$ cat src/rtl/hazard_ctrl_unit_if.sv
// Pipeline-side bundle for the ID-stage hazard controller.
// master: the pipeline stages that supply ID/EXE/MEM control fields.
// slave : the hazard controller that returns stall/flush/halt controls.
interface hazard_ctrl_unit_if #(
    parameter int CNT_W = 16
);
    // ID-stage source operand information
    logic [4:0]       id_Rs;
    logic [4:0]       id_Rt;
    logic             id_RsValid;
    logic             id_RtValid;
    logic             id_Halt;

    // EXE-stage producer information
    logic             ex_RegWrite;
    logic [1:0]       ex_FwdStage;
    logic [4:0]       ex_DstReg;

    // MEM-stage branch resolution
    logic             mem_Branch;
    logic             mem_Zero;
    logic             mem_Uncond;

    // Controls back to fetch/decode
    logic             injectNop;
    logic             pc_Stall;
    logic             ifid_Stall;
    logic             branchTaken;
    logic             halted;
    logic [CNT_W-1:0] stall_count;

    modport master (
        output id_Rs, id_Rt, id_RsValid, id_RtValid, id_Halt,
        output ex_RegWrite, ex_FwdStage, ex_DstReg,
        output mem_Branch, mem_Zero, mem_Uncond,
        input  injectNop, pc_Stall, ifid_Stall, branchTaken, halted, stall_count
    );

    modport slave (
        input  id_Rs, id_Rt, id_RsValid, id_RtValid, id_Halt,
        input  ex_RegWrite, ex_FwdStage, ex_DstReg,
        input  mem_Branch, mem_Zero, mem_Uncond,
        output injectNop, pc_Stall, ifid_Stall, branchTaken, halted, stall_count
    );
endinterface

$ cat src/rtl/hazard_ctrl_unit.sv
// ID-stage hazard and sequencing controller.
// - Load-use: a WB-forwarded producer in EXE matching an ID source stalls
//   fetch/decode for one cycle and turns the ID instruction into a bubble.
// - Taken branches/jumps resolved in MEM request a flush and win over
//   everything else in the same cycle (younger work is on the wrong path).
// - A decoded halt drains EXE/MEM/WB, then freezes the core until reset.
//   A taken branch seen while draining cancels the (wrong-path) halt.
// Stall/flush outputs are combinational from the current state and inputs.
module hazard_ctrl_unit #(
    parameter int         DRAIN_CYCLES  = 3,
    parameter int         CNT_W         = 16,
    parameter logic [1:0] RESULT_FWD_WB = 2'd2
) (
    input  logic               clk,
    input  logic               rst,
    hazard_ctrl_unit_if.slave  bus
);

    // Drain counter holds DRAIN_CYCLES-1 down to 0.
    localparam int DRAIN_W = (DRAIN_CYCLES > 1) ? $clog2(DRAIN_CYCLES) : 1;
    localparam logic [DRAIN_W-1:0] DRAIN_LOAD = DRAIN_W'(DRAIN_CYCLES - 1);

    typedef enum logic [1:0] {
        ST_RUN    = 2'b00,
        ST_DRAIN  = 2'b01,
        ST_HALTED = 2'b10
    } state_t;

    state_t             state_r;
    state_t             state_nxt_s;
    logic [DRAIN_W-1:0] drain_r;
    logic [DRAIN_W-1:0] drain_nxt_s;
    logic [CNT_W-1:0]   stall_count_r;

    logic take_s;
    logic rs_hit_s;
    logic rt_hit_s;
    logic luse_s;
    logic count_inc_s;

    logic inject_nop_s;
    logic pc_stall_s;
    logic ifid_stall_s;
    logic branch_taken_s;
    logic halted_s;

    // Branch taken when MEM holds a branch that resolved taken or an unconditional jump.
    assign take_s = bus.mem_Branch & (bus.mem_Zero | bus.mem_Uncond);

    // Source matches against the EXE destination; r0 is never a real producer.
    assign rs_hit_s = bus.id_RsValid & (bus.id_Rs == bus.ex_DstReg);
    assign rt_hit_s = bus.id_RtValid & (bus.id_Rt == bus.ex_DstReg);

    // Only results that first become available in WB (loads) need a bubble;
    // everything earlier is covered by forwarding.
    assign luse_s = bus.ex_RegWrite
                  & (bus.ex_FwdStage == RESULT_FWD_WB)
                  & (bus.ex_DstReg != 5'd0)
                  & (rs_hit_s | rt_hit_s);

    // Next-state and output decode for the run/drain/halted sequencer.
    always_comb begin
        state_nxt_s    = state_r;
        drain_nxt_s    = drain_r;
        count_inc_s    = 1'b0;
        inject_nop_s   = 1'b0;
        pc_stall_s     = 1'b0;
        ifid_stall_s   = 1'b0;
        branch_taken_s = 1'b0;
        halted_s       = 1'b0;

        case (state_r)
            ST_RUN: begin
                if (take_s) begin
                    // Flush wins; halt/load-use in younger stages are wrong-path.
                    branch_taken_s = 1'b1;
                end else if (bus.id_Halt) begin
                    // Decoder already emits a nop for the halt itself.
                    pc_stall_s   = 1'b1;
                    ifid_stall_s = 1'b1;
                    state_nxt_s  = ST_DRAIN;
                    drain_nxt_s  = DRAIN_LOAD;
                end else if (luse_s) begin
                    // One bubble is enough: next cycle the load is in MEM and
                    // the hazard clears without any held state.
                    inject_nop_s = 1'b1;
                    pc_stall_s   = 1'b1;
                    ifid_stall_s = 1'b1;
                    count_inc_s  = 1'b1;
                end else begin
                    state_nxt_s = ST_RUN;
                end
            end

            ST_DRAIN: begin
                inject_nop_s = 1'b1;
                pc_stall_s   = 1'b1;
                ifid_stall_s = 1'b1;
                if (take_s) begin
                    // An older branch ahead of the halt redirects: halt was wrong-path.
                    branch_taken_s = 1'b1;
                    drain_nxt_s    = {DRAIN_W{1'b0}};
                    state_nxt_s    = ST_RUN;
                end else if (drain_r == {DRAIN_W{1'b0}}) begin
                    state_nxt_s = ST_HALTED;
                end else begin
                    drain_nxt_s = drain_r - DRAIN_W'(1);
                end
            end

            ST_HALTED: begin
                inject_nop_s = 1'b1;
                pc_stall_s   = 1'b1;
                ifid_stall_s = 1'b1;
                halted_s     = 1'b1;
            end

            default: begin
                // Corrupted state encoding: freeze the core rather than run on.
                inject_nop_s = 1'b1;
                pc_stall_s   = 1'b1;
                ifid_stall_s = 1'b1;
                state_nxt_s  = ST_HALTED;
                drain_nxt_s  = {DRAIN_W{1'b0}};
            end
        endcase
    end

    // Sequencer state and drain counter; reset returns to RUN from any state.
    always_ff @(posedge clk) begin
        if (rst) begin
            state_r <= ST_RUN;
            drain_r <= {DRAIN_W{1'b0}};
        end else begin
            state_r <= state_nxt_s;
            drain_r <= drain_nxt_s;
        end
    end

    // Saturating count of load-use bubbles issued while running.
    always_ff @(posedge clk) begin
        if (rst) begin
            stall_count_r <= {CNT_W{1'b0}};
        end else if (count_inc_s && (stall_count_r != {CNT_W{1'b1}})) begin
            stall_count_r <= stall_count_r + CNT_W'(1);
        end else begin
            stall_count_r <= stall_count_r;
        end
    end

    assign bus.injectNop   = inject_nop_s;
    assign bus.pc_Stall    = pc_stall_s;
    assign bus.ifid_Stall  = ifid_stall_s;
    assign bus.branchTaken = branch_taken_s;
    assign bus.halted      = halted_s;
    assign bus.stall_count = stall_count_r;

endmodule

$ cat src/flat_wrapper.sv
// flat-port wrapper written by rule: the top's interface ports become plain ports
module hazard_ctrl_unit_flat 
#(
    parameter int         DRAIN_CYCLES  = 3,
    parameter int         CNT_W         = 16,
    parameter logic [1:0] RESULT_FWD_WB = 2'd2
)
  (clk, rst, bus_id_Rs, bus_id_Rt, bus_id_RsValid, bus_id_RtValid, bus_id_Halt, bus_ex_RegWrite, bus_ex_FwdStage, bus_ex_DstReg, bus_mem_Branch, bus_mem_Zero, bus_mem_Uncond, bus_injectNop, bus_pc_Stall, bus_ifid_Stall, bus_branchTaken, bus_halted, bus_stall_count);
  hazard_ctrl_unit_if #(.CNT_W(CNT_W)) bus_i ();
  input  logic clk;
  input  logic rst;
  input wire logic [$bits(bus_i.id_Rs)-1:0] bus_id_Rs;
  input wire logic [$bits(bus_i.id_Rt)-1:0] bus_id_Rt;
  input wire logic [$bits(bus_i.id_RsValid)-1:0] bus_id_RsValid;
  input wire logic [$bits(bus_i.id_RtValid)-1:0] bus_id_RtValid;
  input wire logic [$bits(bus_i.id_Halt)-1:0] bus_id_Halt;
  input wire logic [$bits(bus_i.ex_RegWrite)-1:0] bus_ex_RegWrite;
  input wire logic [$bits(bus_i.ex_FwdStage)-1:0] bus_ex_FwdStage;
  input wire logic [$bits(bus_i.ex_DstReg)-1:0] bus_ex_DstReg;
  input wire logic [$bits(bus_i.mem_Branch)-1:0] bus_mem_Branch;
  input wire logic [$bits(bus_i.mem_Zero)-1:0] bus_mem_Zero;
  input wire logic [$bits(bus_i.mem_Uncond)-1:0] bus_mem_Uncond;
  output wire logic [$bits(bus_i.injectNop)-1:0] bus_injectNop;
  output wire logic [$bits(bus_i.pc_Stall)-1:0] bus_pc_Stall;
  output wire logic [$bits(bus_i.ifid_Stall)-1:0] bus_ifid_Stall;
  output wire logic [$bits(bus_i.branchTaken)-1:0] bus_branchTaken;
  output wire logic [$bits(bus_i.halted)-1:0] bus_halted;
  output wire logic [$bits(bus_i.stall_count)-1:0] bus_stall_count;
  assign bus_i.id_Rs = bus_id_Rs;
  assign bus_i.id_Rt = bus_id_Rt;
  assign bus_i.id_RsValid = bus_id_RsValid;
  assign bus_i.id_RtValid = bus_id_RtValid;
  assign bus_i.id_Halt = bus_id_Halt;
  assign bus_i.ex_RegWrite = bus_ex_RegWrite;
  assign bus_i.ex_FwdStage = bus_ex_FwdStage;
  assign bus_i.ex_DstReg = bus_ex_DstReg;
  assign bus_i.mem_Branch = bus_mem_Branch;
  assign bus_i.mem_Zero = bus_mem_Zero;
  assign bus_i.mem_Uncond = bus_mem_Uncond;
  assign bus_injectNop = bus_i.injectNop;
  assign bus_pc_Stall = bus_i.pc_Stall;
  assign bus_ifid_Stall = bus_i.ifid_Stall;
  assign bus_branchTaken = bus_i.branchTaken;
  assign bus_halted = bus_i.halted;
  assign bus_stall_count = bus_i.stall_count;
  hazard_ctrl_unit #(.DRAIN_CYCLES(DRAIN_CYCLES), .CNT_W(CNT_W), .RESULT_FWD_WB(RESULT_FWD_WB)) u_core (.clk(clk), .rst(rst), .bus(bus_i));
endmodule
$ cat config.mk
export PLATFORM = sky130hd
export DESIGN_NAME = hazard_ctrl_unit_flat
export DESIGN_NICKNAME = d
export VERILOG_FILES = /design/src/rtl/hazard_ctrl_unit_if.sv /design/src/rtl/hazard_ctrl_unit.sv /design/src/flat_wrapper.sv
export SDC_FILE = /design/constraint.sdc
export NUM_CORES = 1
export LEC_CHECK = 0
export ABC_AREA = 1
export CAP_MARGIN = 20
export CORE_MARGIN = 1
export CORE_UTILIZATION = 46
export CTS_CLUSTER_SIZE = 16
export DETAILED_ROUTE_END_ITERATION = 10
export GPL_TIMING_DRIVEN = 0
export PLACE_DENSITY = 0.85
export RECOVER_POWER = 100
export SLEW_MARGIN = 25
export SYNTH_ARGS = -nofsm -noshare
export SYNTH_HDL_FRONTEND = slang
export SYNTH_SLANG_ARGS = --single-unit
$ cat constraint.sdc
create_clock -name clk -period 2 [get_ports clk]
set_input_delay 0.2 -clock clk [delete_from_list [all_inputs] [get_ports clk]]
set_output_delay 0.2 -clock clk [all_outputs]
set_load 0.03 [all_outputs]
# After elaboration in Yosys (flattened, before gate mapping)
# Cells that the tools add are included.
# totals
register_bits,20
word_cells,54
output_inout_bits,21
ramBits,0
romBits,0
latch_bits,0
memories,0
# classes
n_lt_le_gt_ge,0
n_mul,0
bitwise,9
n_shift,0
div,0
n_reduce_logical,7
n_eq_ne,11
mux,22
n_addsub,2
# op_table
op,count
2-bit two-way mux,9
"16-bit by 1-bit adder with 16-bit output, second input constant",1
"16-bit != test, second input constant",1
2-bit one-hot mux with 3 select lines,2
1-bit two-way mux,11
5-bit == test,2
4-bit AND reduction,2
1-bit bitwise AND,6
5-bit nonzero test,1
"2-bit == test, second input constant",2
2-bit zero test,2
"2-bit != test, second input constant",2
"3-bit by 1-bit != test with 1-bit output, second input constant",1
"3-bit by 2-bit != test with 1-bit output, second input constant",1
"3-bit != test, second input constant",1
"2-bit by 1-bit == test with 1-bit output, second input constant",1
1-bit OR,2
2-bit OR reduction,1
"2-bit by 1-bit subtractor with 2-bit output, second input constant",1
1-bit logical AND,1
1-bit NOT,1

# Depth between registers and ports, before layout
# logic_depth
depth_word,9
ltp_mapped,12
ltp_nobuf,11

# Worst setup path before layout
# No wires, ideal clock.
# synth_timing
path_kind,reg2reg
start,register u_core.stall_count_r[0] (netlist: u_core.bus.stall_count[0])
end,register u_core.stall_count_r[14] (netlist: u_core.bus.stall_count[14])
arrival_ns,1.644
setup_ns,0.116
path_slack_ns,0.240
path_stages_with_launch,10
required_ns,1.884
cell_sequence,dfxtp_1 ha_1 nand3_2 nor2_2 nand4_1 buf_2 nand3b_1 nor2_1 a21oi_1 nor2_1
# synth_via
elab_chain_cells,2
word_cells_on_any_way,3
cone_classes,1 x add/sub; 1 x eq/ne; 1 x reduce/logical
# synth_lines
item,line,text
start: declaration,hazard_ctrl_unit.sv:33,logic [CNT_W-1:0] stall_count_r;
start signal: assignment,hazard_ctrl_unit.sv:143,stall_count_r <= {CNT_W{1'b0}};
start signal: assignment,hazard_ctrl_unit.sv:145,stall_count_r <= stall_count_r + CNT_W'(1);
start signal: assignment,hazard_ctrl_unit.sv:147,stall_count_r <= stall_count_r;
"parallel branches: the longest is 2 deep, another holds 16-bit by 1-bit adder with 16-bit output",n/a,
# Several ways; the timed one is not identified.
# A chain may end at the register's enable or synchronous reset.

# Final worst setup path
# layout_timing
start,input bus_ex_DstReg[3]
end,output bus_injectNop
# layout_via
elab_chain_cells,8
word_cells_on_any_way,12
cone_classes,2 x eq/ne; 4 x mux; 5 x bitwise; 1 x reduce/logical
# layout_lines
item,line,text
start: declaration,flat_wrapper.sv:19,input wire logic [$bits(bus_i.ex_DstReg)-1:0] bus_ex_DstReg;
"5-bit == test, on equally long branches","hazard_ctrl_unit.sv:51, hazard_ctrl_unit.sv:52",
"1-bit bitwise AND, on equally long branches","hazard_ctrl_unit.sv:51, hazard_ctrl_unit.sv:52",
1-bit OR,hazard_ctrl_unit.sv:59,& (rs_hit_s | rt_hit_s);
1-bit bitwise AND *,hazard_ctrl_unit.sv:59,
1-bit two-way mux *,hazard_ctrl_unit.sv:83,end else if (luse_s) begin
1-bit two-way mux *,hazard_ctrl_unit.sv:77,end else if (bus.id_Halt) begin
1-bit two-way mux *,hazard_ctrl_unit.sv:74,if (take_s) begin
1-bit two-way mux *,hazard_ctrl_unit.sv:72,case (state_r)
end: declaration,flat_wrapper.sv:23,output wire logic [$bits(bus_i.injectNop)-1:0] bus_injectNop;
# Every way passes the cells marked *; elsewhere a longest branch is shown, timed or not.

==> summary.md <==
| Metric | Value |
|---|---|
| Outcome | `finished, violations left` |
| Failing checks | `design-rule violations` |
| DIE HEIGHT | `58.0 um` |
| RR Endpoint | `u_core.bus.stall_count[14]$_SDFFE_PP0P_` |
| Cell variety after synth | `26` |
| Synth Area per Inst | `5.95 um^2` |
| Largest net degree at the start of global routing | `12` |
| Worst path required time | `1.80 ns` |
| Max-slew violation count | `0` |
| Power per standard cell area | `429 nW/um^2` |
| R2r worst-path depth | `10` |
| Post-DP Area | `1940 um^2` |
| Final WS setup | `0.106 ns` |
| Final Cycle Share | `94.7%` |
| Fin nets | `322` |
| # setup viols final | `0` |
| First-pass GRT wire length | `6020 um` |
| I/O pin cnt | `47` |
| Crit path time final | `1.89 ns` |
| Drt wl/cell | `10.2 um` |
| Antenna cell count | `0` |
| DP Cell Count | `319` |
| Num rows | `19` |
| Clock Sinks | `20` |
| Initial Utilization | `50.5%` |
| Register area share after synthesis | `27.8%` |
| Warnings from Yosys | `0` |
| Hold Crit Endpoint | `u_core.drain_r[1]$_SDFFE_PP0P_` |
| Core ar. | `2850 um^2` |
| Total GRT Usage | `22.4%` |
| Vias in the first global route | `1530` |
| Place WS | `-0.488 ns` |
| Setup Total Neg Slack | `0 ns` |
| Post-CTS Hold Fix Bufs | `0` |
| Worst slew margin | `71.1%` |
| Global route overflow | `0` |
| Fill cells | `270` |
| Static Leak | `0.969 nW` |
| Final GP Congestion | `0.795` |
| Final Hold Vio Count | `0` |
| Register bit count reported by yosys | `20` |
| Worst flop-to-flop path startpoint | `u_core.bus.stall_count[0]$_SDFFE_PP0P_` |
| Synth-to-Final Area Change | `36.0%` |
| Drt first pass iters | `10` |
| Clock Pin Slew Worst Setup and Hold Paths | `0.10 ns` |
| PortBufs | `46` |
| Achievable Freq | `528 MHz` |
| TritonCTS clock tree | `built` |
| Measured slew at the worst slew-check pin | `0.433 ns` |
| CTS H-tree lvls | `1` |
| Crit-path max FO | `4` |
| Detailed Route Iter0 Violations | `74` |
| Crit path launch type | `input pin` |
| Worst Setup Path Type | `in -> out` |
| Setup crit end kind | `output pin` |
| DR vias/cell | `5.00` |
| Drt drc | `1` |
| DIE AREA | `3360 um^2` |
| Share of cells above drive strength 1 | `9.90%` |
| Post-route ant nets | `0` |
| Finished Layout Cells | `324` |
| CTS root buffer | `clkbuf_4` |
| Fin area | `1960 um^2` |
| Max_cap viols | `0` |
| Max Clock Skew | `0.0174 ns` |
| Peak VDD IR | `0.434 mV` |
| Die W | `58.0 um` |
| Hold crit path type | `reg -> reg` |
| DR vias | `1621` |
| Clk Latency, worst-skew pair | `0.31 ns` |
| Syn Nets | `270` |
| Arrival @ worst endpoint | `1.69 ns` |
| CTS Buf Count | `3` |
| DP Wirelength | `2640 um` |
| Routed WL | `3310 um` |
| Hold Path Stages | `2` |
| Antenna violations before repair | `0` |
| Setup repair after global routing missed its margin | `no` |
| Netlist Area Pre-Place | `1440 um^2` |
| Worst hold start | `u_core.drain_r[1]$_SDFFE_PP0P_` |
| R2r setup slk | `0.15 ns` |
| Clock Path Buffers | `2` |
| Synthesized instance count | `242` |
layer usage:
metal	GRT usage [%]	vias to the layer above	wire length [um]
li1	-	853	-
met1	26.8	722	1510
met2	40.7	41	1650
met3	4.24	5	125
met4	5.78	0	27
met5	0	-	0
stage by stage:
step | utilization [%] | hold slack (ns) | power, mW
after detailed placement | 68.0 | 0.453 | 0.616
after global routing | 68.6 | 0.476 | 0.887
after floorplan | - | 0.269 | 0.523
after global placement | 68.0 | 0.451 | 0.612
after CTS | 68.8 | 0.468 | 0.846
final | 68.6 | 0.462 | 0.839
where the power goes:
| part | leakage (nW) | switching (mW) | internal (mW) |
|---|---|---|---|
| logic | 0.786 | 0.102 | 0.0904 |
| registers | 0.162 | 0.00430 | 0.405 |
| clock network | 0.0210 | 0.127 | 0.111 |
| total | 0.969 | 0.233 | 0.606 |
cells by family after synthesis:
kind of cell | share of synthesized area (%)
AO/OA/AOI/OAI | 7.82
adder cells (fa/ha/maj) | 1.74
XOR/XNOR | 1.82
AND/OR/NAND/NOR | 49.4
flip-flops | 27.8
buffers and inverters | 11.4
how the worst max path moves through the flow:
| stage | from | cells past startpoint | slack [ns] | to |
|---|---|---|---|---|
| 6_report | bus_ex_DstReg[3] | 10 | 0.11 | bus_injectNop |
| 5_1_grt | u_core.bus.stall_count[0]$_SDFFE_PP0P_ | 10 | 0.02 | u_core.bus.stall_count[14]$_SDFFE_PP0P_ |
| 3_5_place_dp | bus_ex_DstReg[3] | 11 | -0.49 | bus_pc_Stall |
| 4_1_cts | bus_ex_DstReg[3] | 11 | 0.01 | bus_pc_Stall |
| 2_1_floorplan | u_core.bus.stall_count[0]$_SDFFE_PP0P_ | 9 | 0.24 | u_core.bus.stall_count[14]$_SDFFE_PP0P_ |
| 3_3_place_gp | bus_ex_DstReg[0] | 11 | -0.48 | bus_pc_Stall |
cell usage in the layout, fill, tap and decap left out, types with 2 or more instances in the layout:
| master | Yosys | layout |
|---|---|---|
| ha_1 | 2 | 2 |
| a21oi_1 | 7 | 7 |
| clkbuf_4 | 0 | 3 |
| buf_4 | 2 | 4 |
| nor2_2 | 12 | 6 |
| nand3_1 | 11 | 11 |
| dlymetal6s2s_1 | 0 | 2 |
| nand3_2 | 2 | 2 |
| nand4_1 | 7 | 7 |
| nand3b_1 | 2 | 2 |
| nor2_1 | 51 | 57 |
| nand2_1 | 73 | 73 |
| dlygate4sd3_1 | 0 | 18 |
| o21ai_0 | 3 | 3 |
| inv_2 | 4 | 4 |
| o21bai_1 | 3 | 3 |
| clkdlybuf4s50_1 | 0 | 23 |
| xor2_1 | 3 | 3 |
| inv_1 | 29 | 29 |
| clkbuf_2 | 0 | 3 |
| dfxtp_1 | 20 | 20 |
registers in the layout (all words and copies together), names as in the netlist:
signal / flops
u_core.drain_r: 2
u_core.state_r: 2
u_core.bus.stall_count: 16
synthesized netlist by cell type:
cell       instances  area [um^2]
a21oi_1            7         35.0
a22oi_1            1         7.51
buf_2              2         10.0
buf_4              2         15.0
buf_6              1         11.3
clkinv_1           1         3.75
dfxtp_1           20          400
ha_1               2         25.0
inv_1             29          109
inv_2              4         15.0
nand2_1           73          274
nand2_2            1         6.26
nand3_1           11         55.1
nand3_2            2         20.0
nand3b_1           2         15.0
nand4_1            7         43.8
nand4_4            1         21.3
nor2_1            51          191
nor2_2            12         75.1
nor3_2             1         10.0
o2111ai_1          1         8.76
o21ai_0            3         15.0
o21ai_4            1         16.3
o21bai_1           3         22.5
o31ai_1            1         7.51
xor2_1             3         26.3
critical path, stage by stage:
cell and delay [ns]:
clkdlybuf4s50_1 0.50, inv_2 0.06, nand2_1 0.05, nand2_1 0.04, nor2_1 0.13, nand3_1 0.10
nand2_2 0.08, nand2_1 0.08, o31ai_1 0.20, clkbuf_2 0.25
timing repair:
action,CTS,global route
endpoints found under the setup margin,3,3
resized for setup,17,3
setup buffers,0,1
pin swaps,0,1
final cells by class:
class                      count  area (um^2)  share of cell area, %
buffer                         5         28.8                   1.47
clock buffer                   4         36.3                   1.85
inverter                      34          128                   6.52
multi-input combinational    183          866                   44.2
sequential                    20          400                   20.4
tap                           31         38.8                   1.98
timing repair buffer          47          460                   23.5
Note: power is estimated with default switching activity, not from simulation.
